--- src/rtl/pipe_pkg.sv ---
// Shared definitions for the 19-bit in-order pipeline: widths, opcodes,
// instruction field positions, immediate helpers and stage payload types.
package pipe_pkg;

  localparam int XLEN = 19;
  localparam int NREG = 8;
  localparam int RIDX = 3;

  localparam logic [4:0] OP_NOP  = 5'd0;
  localparam logic [4:0] OP_ADD  = 5'd1;
  localparam logic [4:0] OP_SUB  = 5'd2;
  localparam logic [4:0] OP_AND  = 5'd3;
  localparam logic [4:0] OP_OR   = 5'd4;
  localparam logic [4:0] OP_XOR  = 5'd5;
  localparam logic [4:0] OP_ADDI = 5'd8;
  localparam logic [4:0] OP_LW   = 5'd16;
  localparam logic [4:0] OP_SW   = 5'd17;
  localparam logic [4:0] OP_BEQ  = 5'd24;
  localparam logic [4:0] OP_BNE  = 5'd25;
  localparam logic [4:0] OP_JAL  = 5'd28;
  localparam logic [4:0] OP_ACC  = 5'd31;

  localparam int OP_HI    = 18;
  localparam int OP_LO    = 14;
  localparam int FA_HI    = 13;
  localparam int FA_LO    = 11;
  localparam int FB_HI    = 10;
  localparam int FB_LO    = 8;
  localparam int FC_HI    = 7;
  localparam int FC_LO    = 5;
  localparam int IMM8_HI  = 7;
  localparam int OFF11_HI = 10;

  typedef struct packed {
    logic            legal;
    logic [RIDX-1:0] rd;
    logic [RIDX-1:0] rs1;
    logic [RIDX-1:0] rs2;
    logic            use1;
    logic            use2;
    logic [XLEN-1:0] imm;
    logic            reg_we;
    logic            is_load;
    logic            is_store;
    logic            is_branch;
  } dec_t;

  typedef struct packed {
    logic            valid;
    logic [XLEN-1:0] pc;
    logic [4:0]      op;
    logic [RIDX-1:0] rd;
    logic [XLEN-1:0] rs1_data;
    logic [XLEN-1:0] rs2_data;
    logic [XLEN-1:0] imm;
    logic            reg_we;
    logic            is_load;
    logic            is_store;
    logic            is_branch;
  } idex_t;

  function automatic logic [XLEN-1:0] sext8(input logic [7:0] v);
    return {{(XLEN-8){v[7]}}, v};
  endfunction

  function automatic logic [XLEN-1:0] sext11(input logic [10:0] v);
    return {{(XLEN-11){v[10]}}, v};
  endfunction

endpackage

--- src/rtl/id_stage_if.sv ---
// Fetch, write-back and ID/EX signal bundle around the decode stage.
// The slave side is the decode stage itself; the master side is its environment.
interface id_stage_if;
  import pipe_pkg::*;

  logic            stall_in;
  logic            flush;
  logic            if_valid;
  logic [XLEN-1:0] if_pc;
  logic [XLEN-1:0] if_instr;
  logic            wb_we;
  logic [RIDX-1:0] wb_rd;
  logic [XLEN-1:0] wb_data;
  logic            hazard_stall;
  logic            id_valid;
  logic [XLEN-1:0] id_pc;
  logic [4:0]      id_op;
  logic [RIDX-1:0] id_rd;
  logic [XLEN-1:0] id_rs1_data;
  logic [XLEN-1:0] id_rs2_data;
  logic [XLEN-1:0] id_imm;
  logic            id_reg_we;
  logic            id_is_load;
  logic            id_is_store;
  logic            id_is_branch;
  logic            illegal;

  modport master (
    output stall_in, flush, if_valid, if_pc, if_instr, wb_we, wb_rd, wb_data,
    input  hazard_stall, id_valid, id_pc, id_op, id_rd, id_rs1_data, id_rs2_data,
           id_imm, id_reg_we, id_is_load, id_is_store, id_is_branch, illegal
  );

  modport slave (
    input  stall_in, flush, if_valid, if_pc, if_instr, wb_we, wb_rd, wb_data,
    output hazard_stall, id_valid, id_pc, id_op, id_rd, id_rs1_data, id_rs2_data,
           id_imm, id_reg_we, id_is_load, id_is_store, id_is_branch, illegal
  );

endinterface

--- src/rtl/id_regfile.sv ---
// 8x19 register file: one write port, two combinational read ports with
// write-first bypass; r0 always reads zero and is never written.
module id_regfile
  import pipe_pkg::*;
(
  input  logic            clk,
  input  logic            rst_n,
  input  logic            we_i,
  input  logic [RIDX-1:0] wa_i,
  input  logic [XLEN-1:0] wd_i,
  input  logic [RIDX-1:0] ra1_i,
  input  logic [RIDX-1:0] ra2_i,
  output logic [XLEN-1:0] rd1_o,
  output logic [XLEN-1:0] rd2_o
);

  logic [XLEN-1:0] mem_q [NREG];

  // register array write, cleared on reset
  always_ff @(posedge clk or negedge rst_n) begin
    if (!rst_n) begin
      for (int i = 0; i < NREG; i++) begin
        mem_q[i] <= '0;
      end
    end else if (we_i && (wa_i != '0)) begin
      mem_q[wa_i] <= wd_i;
    end
  end

  // read port 1 with same-cycle write-back forwarding
  always_comb begin
    if (ra1_i == '0) begin
      rd1_o = '0;
    end else if (we_i && (wa_i == ra1_i)) begin
      rd1_o = wd_i;
    end else begin
      rd1_o = mem_q[ra1_i];
    end
  end

  // read port 2 with same-cycle write-back forwarding
  always_comb begin
    if (ra2_i == '0) begin
      rd2_o = '0;
    end else if (we_i && (wa_i == ra2_i)) begin
      rd2_o = wd_i;
    end else begin
      rd2_o = mem_q[ra2_i];
    end
  end

endmodule

--- src/rtl/id_stage.sv ---
// Decode stage: instruction decode, register read with bypass, load-use
// hazard detection and the ID/EX pipeline register.
module id_stage
  import pipe_pkg::*;
(
  input logic     clk,
  input logic     rst_n,
  id_stage_if.slave bus
);

  logic [4:0]      op_s;
  logic [RIDX-1:0] fa_s;
  logic [RIDX-1:0] fb_s;
  logic [RIDX-1:0] fc_s;
  dec_t            dec_s;
  logic [XLEN-1:0] rs1_data_s;
  logic [XLEN-1:0] rs2_data_s;
  logic            hazard_s;
  logic            live_s;
  idex_t           idex_d;
  idex_t           idex_q;
  logic            illegal_d;
  logic            illegal_q;

  assign op_s = bus.if_instr[OP_HI:OP_LO];
  assign fa_s = bus.if_instr[FA_HI:FA_LO];
  assign fb_s = bus.if_instr[FB_HI:FB_LO];
  assign fc_s = bus.if_instr[FC_HI:FC_LO];

  // opcode decode; unused source indices stay 0 so they read as zero
  always_comb begin
    dec_s = '0;
    case (op_s)
      OP_NOP: begin
        dec_s.legal = 1'b1;
      end
      OP_ADD, OP_SUB, OP_AND, OP_OR, OP_XOR, OP_ACC: begin
        dec_s.legal  = 1'b1;
        dec_s.rd     = fa_s;
        dec_s.rs1    = fb_s;
        dec_s.rs2    = fc_s;
        dec_s.use1   = 1'b1;
        dec_s.use2   = 1'b1;
        dec_s.reg_we = 1'b1;
      end
      OP_ADDI, OP_LW: begin
        dec_s.legal   = 1'b1;
        dec_s.rd      = fa_s;
        dec_s.rs1     = fb_s;
        dec_s.use1    = 1'b1;
        dec_s.imm     = sext8(bus.if_instr[IMM8_HI:0]);
        dec_s.reg_we  = 1'b1;
        dec_s.is_load = (op_s == OP_LW);
      end
      OP_SW, OP_BEQ, OP_BNE: begin
        dec_s.legal     = 1'b1;
        dec_s.rs1       = fb_s;
        dec_s.rs2       = fa_s;
        dec_s.use1      = 1'b1;
        dec_s.use2      = 1'b1;
        dec_s.imm       = sext8(bus.if_instr[IMM8_HI:0]);
        dec_s.is_store  = (op_s == OP_SW);
        dec_s.is_branch = (op_s != OP_SW);
      end
      OP_JAL: begin
        dec_s.legal     = 1'b1;
        dec_s.rd        = fa_s;
        dec_s.imm       = sext11(bus.if_instr[OFF11_HI:0]);
        dec_s.reg_we    = 1'b1;
        dec_s.is_branch = 1'b1;
      end
      default: begin
        dec_s.legal = 1'b0;
      end
    endcase
  end

  id_regfile u_regfile (
    .clk   (clk),
    .rst_n (rst_n),
    .we_i  (bus.wb_we),
    .wa_i  (bus.wb_rd),
    .wd_i  (bus.wb_data),
    .ra1_i (dec_s.rs1),
    .ra2_i (dec_s.rs2),
    .rd1_o (rs1_data_s),
    .rd2_o (rs2_data_s)
  );

  // a load already in ID/EX cannot forward its data to the instruction behind it
  assign hazard_s = bus.if_valid & idex_q.valid & idex_q.is_load & (idex_q.rd != '0) &
                    ((dec_s.use1 & (dec_s.rs1 == idex_q.rd)) |
                     (dec_s.use2 & (dec_s.rs2 == idex_q.rd)));

  assign live_s    = bus.if_valid & dec_s.legal;
  assign illegal_d = bus.if_valid & ~bus.flush & ~dec_s.legal;

  // ID/EX next state: flush beats stall beats hazard bubble beats normal load
  always_comb begin
    idex_d = idex_q;
    if (bus.flush) begin
      idex_d.valid     = 1'b0;
      idex_d.reg_we    = 1'b0;
      idex_d.is_load   = 1'b0;
      idex_d.is_store  = 1'b0;
      idex_d.is_branch = 1'b0;
    end else if (bus.stall_in) begin
      idex_d = idex_q;
    end else if (hazard_s) begin
      idex_d.valid     = 1'b0;
      idex_d.reg_we    = 1'b0;
      idex_d.is_load   = 1'b0;
      idex_d.is_store  = 1'b0;
      idex_d.is_branch = 1'b0;
    end else begin
      idex_d.valid     = live_s;
      idex_d.pc        = bus.if_pc;
      idex_d.op        = op_s;
      idex_d.rd        = dec_s.rd;
      idex_d.rs1_data  = rs1_data_s;
      idex_d.rs2_data  = rs2_data_s;
      idex_d.imm       = dec_s.imm;
      idex_d.reg_we    = live_s & dec_s.reg_we;
      idex_d.is_load   = live_s & dec_s.is_load;
      idex_d.is_store  = live_s & dec_s.is_store;
      idex_d.is_branch = live_s & dec_s.is_branch;
    end
  end

  // ID/EX pipeline register and illegal-opcode pulse
  always_ff @(posedge clk or negedge rst_n) begin
    if (!rst_n) begin
      idex_q    <= '0;
      illegal_q <= 1'b0;
    end else begin
      idex_q    <= idex_d;
      illegal_q <= illegal_d;
    end
  end

  assign bus.hazard_stall = hazard_s;
  assign bus.id_valid     = idex_q.valid;
  assign bus.id_pc        = idex_q.pc;
  assign bus.id_op        = idex_q.op;
  assign bus.id_rd        = idex_q.rd;
  assign bus.id_rs1_data  = idex_q.rs1_data;
  assign bus.id_rs2_data  = idex_q.rs2_data;
  assign bus.id_imm       = idex_q.imm;
  assign bus.id_reg_we    = idex_q.reg_we;
  assign bus.id_is_load   = idex_q.is_load;
  assign bus.id_is_store  = idex_q.is_store;
  assign bus.id_is_branch = idex_q.is_branch;
  assign bus.illegal      = illegal_q;

endmodule

--- src/flat_wrapper.sv ---
// flat-port wrapper written by rule: the top's interface ports become plain ports
module id_stage_flat import pipe_pkg::*;
  (clk, rst_n, bus_stall_in, bus_flush, bus_if_valid, bus_if_pc, bus_if_instr, bus_wb_we, bus_wb_rd, bus_wb_data, bus_hazard_stall, bus_id_valid, bus_id_pc, bus_id_op, bus_id_rd, bus_id_rs1_data, bus_id_rs2_data, bus_id_imm, bus_id_reg_we, bus_id_is_load, bus_id_is_store, bus_id_is_branch, bus_illegal);
  id_stage_if bus_i ();
  input logic clk;
  input logic rst_n;
  input wire logic [$bits(bus_i.stall_in)-1:0] bus_stall_in;
  input wire logic [$bits(bus_i.flush)-1:0] bus_flush;
  input wire logic [$bits(bus_i.if_valid)-1:0] bus_if_valid;
  input wire logic [$bits(bus_i.if_pc)-1:0] bus_if_pc;
  input wire logic [$bits(bus_i.if_instr)-1:0] bus_if_instr;
  input wire logic [$bits(bus_i.wb_we)-1:0] bus_wb_we;
  input wire logic [$bits(bus_i.wb_rd)-1:0] bus_wb_rd;
  input wire logic [$bits(bus_i.wb_data)-1:0] bus_wb_data;
  output wire logic [$bits(bus_i.hazard_stall)-1:0] bus_hazard_stall;
  output wire logic [$bits(bus_i.id_valid)-1:0] bus_id_valid;
  output wire logic [$bits(bus_i.id_pc)-1:0] bus_id_pc;
  output wire logic [$bits(bus_i.id_op)-1:0] bus_id_op;
  output wire logic [$bits(bus_i.id_rd)-1:0] bus_id_rd;
  output wire logic [$bits(bus_i.id_rs1_data)-1:0] bus_id_rs1_data;
  output wire logic [$bits(bus_i.id_rs2_data)-1:0] bus_id_rs2_data;
  output wire logic [$bits(bus_i.id_imm)-1:0] bus_id_imm;
  output wire logic [$bits(bus_i.id_reg_we)-1:0] bus_id_reg_we;
  output wire logic [$bits(bus_i.id_is_load)-1:0] bus_id_is_load;
  output wire logic [$bits(bus_i.id_is_store)-1:0] bus_id_is_store;
  output wire logic [$bits(bus_i.id_is_branch)-1:0] bus_id_is_branch;
  output wire logic [$bits(bus_i.illegal)-1:0] bus_illegal;
  assign bus_i.stall_in = bus_stall_in;
  assign bus_i.flush = bus_flush;
  assign bus_i.if_valid = bus_if_valid;
  assign bus_i.if_pc = bus_if_pc;
  assign bus_i.if_instr = bus_if_instr;
  assign bus_i.wb_we = bus_wb_we;
  assign bus_i.wb_rd = bus_wb_rd;
  assign bus_i.wb_data = bus_wb_data;
  assign bus_hazard_stall = bus_i.hazard_stall;
  assign bus_id_valid = bus_i.id_valid;
  assign bus_id_pc = bus_i.id_pc;
  assign bus_id_op = bus_i.id_op;
  assign bus_id_rd = bus_i.id_rd;
  assign bus_id_rs1_data = bus_i.id_rs1_data;
  assign bus_id_rs2_data = bus_i.id_rs2_data;
  assign bus_id_imm = bus_i.id_imm;
  assign bus_id_reg_we = bus_i.id_reg_we;
  assign bus_id_is_load = bus_i.id_is_load;
  assign bus_id_is_store = bus_i.id_is_store;
  assign bus_id_is_branch = bus_i.id_is_branch;
  assign bus_illegal = bus_i.illegal;
  id_stage u_core (.clk(clk), .rst_n(rst_n), .bus(bus_i));
endmodule
--- config.mk ---
export PLATFORM = sky130hd
export DESIGN_NAME = id_stage_flat
export DESIGN_NICKNAME = d
export VERILOG_FILES = /design/src/rtl/pipe_pkg.sv /design/src/rtl/id_stage_if.sv /design/src/rtl/id_regfile.sv /design/src/rtl/id_stage.sv /design/src/flat_wrapper.sv
export SDC_FILE = /design/constraint.sdc
export NUM_CORES = 1
export LEC_CHECK = 0
export CORE_AREA = 2 2 146 148
export DETAILED_ROUTE_END_ITERATION = 7
export DIE_AREA = 0 0 148 150
export GPL_TIMING_DRIVEN = 0
export PLACE_DENSITY = 0.91
export SYNTH_ARGS = -nofsm -noshare
export SYNTH_HDL_FRONTEND = slang
export SYNTH_HIERARCHICAL = 1
export SYNTH_SLANG_ARGS = --single-unit
--- constraint.sdc ---
create_clock -name clk -period 4.82 [get_ports clk]
set_input_delay 0.964 -clock clk [delete_from_list [all_inputs] [get_ports clk]]
set_output_delay 0.964 -clock clk [all_outputs]
set_load 0.05 [all_outputs]
==> impl_metrics.yaml, run 1 <==
yosys:
  synth_nets: 990
  synth_flop_cell: "dfrtp_1"
  synth_cells: 924
  synth_edf_count: 0
  ys_seq_area_share_pct: 47.9
  ys_types: 56
  syn_area_sq_um: 12200
  synth_top_cell_by_area: "dfrtp_1"
  synth-warning-count: 6
  async_flop_share_pct: 100
  synth_top_area_share_pct: 47.9
  ys_ff_latch: 234
  yosys-top-cells-area: "dfrtp_1 (48%), mux2_2 (15%), mux4_2 (7.4%)"
  avgSynthCellArea_sq_um: 13.2
sta:
  final.setup.worst_slack_ns: 0.265
  worst_pin_slew_ns: 0.961
  clock_skew_ns: 0.00747
  hold_viol_final: 0
  fmax_mhz: 220
  period_share_pct: 94.5
  finalSetupViolations: 0
  slew_violations: 0
  period_needed_ns: 4.55
  finalSetupTns_ns: 0
  relSlewSlack_pct: 35.6
  grt_setup_unrepaired: "false"
job:
  max_cap_viol_count: 0
clocking:
  clock_path_buffers: 3
  cts_root_buf: "clkbuf_16"
  clk_latency_ns: 0.51
  hold_buffers: 0
  h-tree-depth: 1
  cts_buffers: 25
  clkSinkCount: 234
  clk_pin_slew_worst_paths_ns: 0.06
  cts_tree: "yes"
cells_and_area:
  nets: 1171
  n_fill_cell: 1330
  antenna_cells: 0
  area_growth_pct: 22.8
  drive_gt1_share_pct: 34.0
  final-instance-count-excl-fill: 1398
  multiInputGateArea_sq_um: 5750
  seq_area_sq_um: 5860
power:
  leakage_nw: 6.27
  powerDensity_nw_per_um2: 415
  ir_worst_vdd_mv: 0.294
critical_path:
  worstSetupPathType: "in -> out"
  startpoint_type: "input port"
  critPathLaunch: "bus_if_instr[16]"
  worst-path-max-fanout: 10
  critPathRequiredTime_ns: 3.86
  endpoint_kind: "output port"
  critPathArrivalTime_ns: 3.59
  reg2reg_from: "u_core/bus.id_rd[1]"
floorplan:
  die_h_microns: 150
  rows: 53
  die-area_sq_um: 22200
  die_w_microns: 148
  top_level_ports: 157
  initial_core_util_pct: 59.0
  core_region_area_sq_um: 20700
global_routing:
  grt_pass1_wl_mm: 51.7
  grt_start_max_net_pins: 93
  gr-total-overflow: 0
  grt_usage_pct: 29.9
  first_global_vias: 9658
  antenna_found_initial: 0
route:
  antenna_left: 0
  vias_per_cell: 6.35
  first_pass_iters: 5
  remaining_drc_errors: 0
  drt-wirelength-per-cell_microns: 23.4
  drt_wl_total_mm: 32.7
  drt_iter0_markers: 766
  vias: 8874
place:
  gp_congestion: 0.904
  io_buffers: 152
  post-place-cells: 1353
  place_ws_ns: -0.221
  dp_hpwl_mm: 22.5
run_status:
  status: "finished, final reports clean"
worst_hold_path:
  hp-class: "in -> async"
cells in the final DEF (no fill, tap or decap), drive strengths merged, types with 7 or more instances in the layout:
master / instances
dfrtp: 234
mux2: 198
clkdlybuf4s50: 150
mux2i: 80
buf: 70
clkbuf: 65
nor2: 44
mux4: 40
nor3: 40
a211oi: 38
o22ai: 37
nand2: 21
inv: 10
xnor2: 8
o21ai: 7
per-stage QoR:
step	utilization, %	cell area, sq um	power [mW]	hold slack, ns
2_1_floorplan	-	12200	3.67	0.445
3_3_place_gp	68.1	14100	4.15	0.460
3_5_place_dp	68.3	14100	4.24	0.474
4_1_cts	72.5	15000	6.24	0.374
5_1_grt	72.5	15000	6.46	0.389
6_report	72.5	15000	6.23	0.360
sequential cells by signal, indices dropped and copies added, names as in the netlist, 3 cells and up:
| name | count |
|---|---|
| u_core/bus.id_rd | 3 |
| u_core/bus.id_op | 5 |
| u_core/bus.id_rs2_data | 19 |
| u_core/u_regfile/mem_q | 152 |
| u_core/bus.id_rs1_data | 19 |
| u_core/bus.id_pc | 19 |
| u_core/bus.id_imm | 11 |
worst paths after layout:
check / end / slack [ns] / cells past startpoint
worst max-delay path: bus_hazard_stall / 0.27 / 11
worst min-delay path: u_core/u_regfile/mem_q[144] / 0.36 / 1
worst max register to register: u_core/bus.id_rs1_data[18] / 2.36 / 7
worst min register to register: u_core/u_regfile/mem_q[139] / 0.48 / 1
max in group asynchronous: u_core/bus.id_rs1_data[1] / 3.27 / 3
min in group clk: u_core/u_regfile/mem_q[139] / 0.48 / 1
per-layer routing:
layer	global-route usage, %	vias to the layer above	part of all wire [%]
met3	6.98	91	9.1
li1	-	3787	-
met2	50.9	479	49
met5	0	-	0
met1	37.2	4517	38
met4	11.5	0	3.3
final cells by class:
cell class | count | area share [%]
Clock buffer | 35 | 4.89
Timing Repair Buffer | 154 | 10.5
Buffer | 96 | 3.82
Inverter | 10 | 0.250
Tap cell | 275 | 2.29
Multi-Input combinational cell | 584 | 38.3
Sequential cell | 234 | 39.0
Clock inverter | 10 | 0.851
synth_stat cells, types with 5 or more instances:
library cell  instances
xnor2_1               8
o21ai_0               6
buf_2                32
o22ai_1              37
and2_1                6
mux4_2               40
nor3_2               12
inv_1                10
nand2_1              20
a211oi_1             37
nor2_1               42
buf_4                24
mux2_4               29
mux2i_1              80
or2_2                 5
mux2_2              166
a31o_2                5
dfrtp_1             234
a21oi_1               6
clkbuf_1             29
nor3_1               27
and3_1                6
buf_6                11
worst max-delay path: stages:
cell and delay, ns:
clkdlybuf4s50_1 0.51, buf_4 0.19, nor3_1 0.08, o21ai_2 0.20
a21boi_1 0.11, or3_1 0.33, a211o_1 0.34, or2_2 0.32
a21o_1 0.22, inv_1 0.07, clkbuf_2 0.27
cell families (layout without fill, tap and decap cells):
group	Yosys count	after routing	synth area share (%)
xor+xnor	11	11	0.850
flops	234	234	47.9
compound gates	108	108	6.27
simple gates	147	147	6.86
buf+inv	106	305	5.00
mux	318	318	33.1
timing repair:
item                                    4_1_cts  5_1_grt
gates resized for setup                       1        2
buffers inserted                              0        0
hold endpoints to repair                      0        0
endpoints found under the setup margin        1        1
report_power, final:
part           internal [mW]  switching [mW]  total, mW
clock                   1.22           0.778       1.99
combinational          0.790           0.888       1.68
sequential              2.30           0.253       2.56
Note: power is estimated with default switching activity, not from simulation.
==> run 2: changes to the inputs <==
--- a/config.mk
+++ b/config.mk
@@ -5,11 +5,11 @@
 export SDC_FILE = /design/constraint.sdc
 export NUM_CORES = 1
 export LEC_CHECK = 0
-export CORE_AREA = 2 2 146 148
+export CORE_AREA = 2 2 151 153
 export DETAILED_ROUTE_END_ITERATION = 7
-export DIE_AREA = 0 0 148 150
+export DIE_AREA = 0 0 153 155
 export GPL_TIMING_DRIVEN = 0
-export PLACE_DENSITY = 0.91
+export PLACE_DENSITY = 0.86
 export SYNTH_ARGS = -nofsm -noshare
 export SYNTH_HDL_FRONTEND = slang
 export SYNTH_HIERARCHICAL = 1
==> constraint.sdc (replaced) <==
create_clock -name clk -period 4.55 [get_ports clk]
set_input_delay 0.91 -clock clk [delete_from_list [all_inputs] [get_ports clk]]
set_output_delay 0.91 -clock clk [all_outputs]
set_load 0.05 [all_outputs]
==> impl_metrics.yaml, run 2 (same netlist as run 1, synthesis figures left out) <==
critical_path:
  worst-path-max-fanout: 10
  worstSetupPathType: "in -> out"
  critPathRequiredTime_ns: 3.64
  timing.rr.end: "u_core/bus.id_imm[1]"
  r2r_slack_ns: 2.15
  slowest_delay_ns: 0.50
  startpoint_type: "input port"
  path_cells: "clkdlybuf4s50_1, buf_4, nor3_1, o21ai_2, a21boi_1, or3_1, a211o_1, or2_2, a21o_1, inv_1, clkbuf_4"
  critPathArrivalTime_ns: 3.47
  reg2reg_from: "u_core/bus.id_rd[1]"
  cpMaxStageDelayCell: "clkdlybuf4s50_1"
  ff2ff_path_depth: 7
  endpoint_kind: "output port"
floorplan:
  rows: 55
  die-area_sq_um: 23700
  core_region_area_sq_um: 22200
  initial_core_util_pct: 55.0
  die_w_microns: 153
  top_level_ports: 157
  die_h_microns: 155
job:
  max_cap_viol_count: 0
sta:
  hold_viol_final: 0
  period_needed_ns: 4.38
  relSlewSlack_pct: 36.8
  finalSetupTns_ns: 0
  grt_setup_unrepaired: "false"
  worst_pin_slew_ns: 0.942
  slew_violations: 0
  hold_slack_ns: 0.185
  period_share_pct: 96.2
  fmax_mhz: 228
  clock_skew_ns: 0.0189
  finalSetupViolations: 0
global_routing:
  antenna_found_initial: 0
  grt_pass1_wl_mm: 50.2
  grt_usage_pct: 26.8
  gr-total-overflow: 0
  grt_start_max_net_pins: 114
  first_global_vias: 9156
route:
  antenna_left: 0
  wl_met3_mm: 2.95
  drt-wirelength-per-cell_microns: 22.6
  routed.top_layer: "met4"
  first_pass_iters: 7
  drt_iter0_markers: 736
  vias_per_cell: 6.16
  drt_wl_total_mm: 31.8
  vias: 8675
  m1WireLength_mm: 12.6
  remaining_drc_errors: 0
  met2_length_mm: 15.2
clocking:
  clock_path_buffers: 3
  cts_buffers: 26
  clkSinkCount: 234
  cts_tree: "yes"
  postCtsSetupBuffers: 0
  cts_root_buf: "clkbuf_16"
  hold_buffers: 0
  clk_pin_slew_worst_paths_ns: 0.06
  clk_latency_ns: 0.53
  h-tree-depth: 1
cells_and_area:
  final-instance-count-excl-fill: 1409
  drive_gt1_share_pct: 34.0
  fin_area_sq_um: 15000
  layout_commonest_cell: "dfrtp_1"
  nets: 1172
  antenna_cells: 0
  area_growth_pct: 23.2
  top_register: "u_core/u_regfile/mem_q"
  largest_reg_flops: 152
  layout_common_cells: "dfrtp_1 (234), mux2_2 (166), clkdlybuf4s50_1 (150)"
place:
  io_buffers: 152
  place_area_sq_um: 14200
  post-place-cells: 1363
  dp_hpwl_mm: 21.8
  gp_congestion: 0.888
worst_hold_path:
  hp-class: "in -> async"
power:
  powerDensity_nw_per_um2: 443
  ir_worst_vdd_mv: 0.322
  p_total_mw: 6.66
  leakage_nw: 6.28
run_status:
  status: "finished, final reports clean"
-- run 2: cell types whose count changed in the layout (fill, tap and decap cells not counted), sizes merged --
cell	before	now
bufinv	3	4
clkbuf	65	64
clkinvlp	1	2
-- run 2: repair_timing --
| item | in CTS | in global routing |
|---|---|---|
| gates resized for setup | 3 | 3 |
| endpoints found under the setup margin | 1 | 1 |
| pin swaps | 0 | 0 |
-- run 2: power by group --
group	switching [mW]	leakage (nW)	internal, mW	total, mW
clock network	0.845	0.439	1.35	2.20
registers	0.254	2.94	2.44	2.69
logic	0.936	2.91	0.836	1.77
total	2.04	6.28	4.63	6.66
-- run 2: worst max-delay path: cells and delay by family --
kind,cells,cell delay (ns)
buffers and inverters,4,0.96
AND/OR/NAND/NOR,3,0.72
AO/OA/AOI/OAI,4,0.88
-- run 2: how the worst max path moves through the flow --
| stage | slack (ns) | end | from |
|---|---|---|---|
| finish | 0.17 | bus_hazard_stall | bus_if_instr[16] |
| CTS | 0.04 | bus_hazard_stall | bus_if_instr[14] |
| global route | 0.02 | bus_hazard_stall | bus_if_instr[14] |
| detailed placement | -0.38 | bus_hazard_stall | bus_if_instr[14] |
| global placement | -7.26 | u_core/bus.id_pc[11] | rst_n |
| floorplan | 0.78 | bus_hazard_stall | bus_if_instr[18] |
-- run 2: area by class of cell --
cell class	instances	area, sq um
Fill cell	1565	7180
Sequential cell	234	5860
Multi-Input combinational cell	584	5750
Timing Repair Buffer	154	1580
Clock buffer	34	732
Buffer	96	573
Tap cell	285	357
Clock inverter	12	165
Inverter	10	37.5
-- run 2: per-layer routing --
metal,up-vias,GRT usage (%)
li1,3788,-
met1,4366,34.5
met2,442,44.1
met3,79,6.99
met4,0,10.0
met5,-,0
-- run 2: stage by stage --
step	worst slack [ns]	util (%)
final	0.172	67.7
after global placement	-7.26	63.4
after CTS	0.0416	67.7
after floorplan	0.783	-
after global routing	0.0195	67.7
after detailed placement	-0.384	63.7
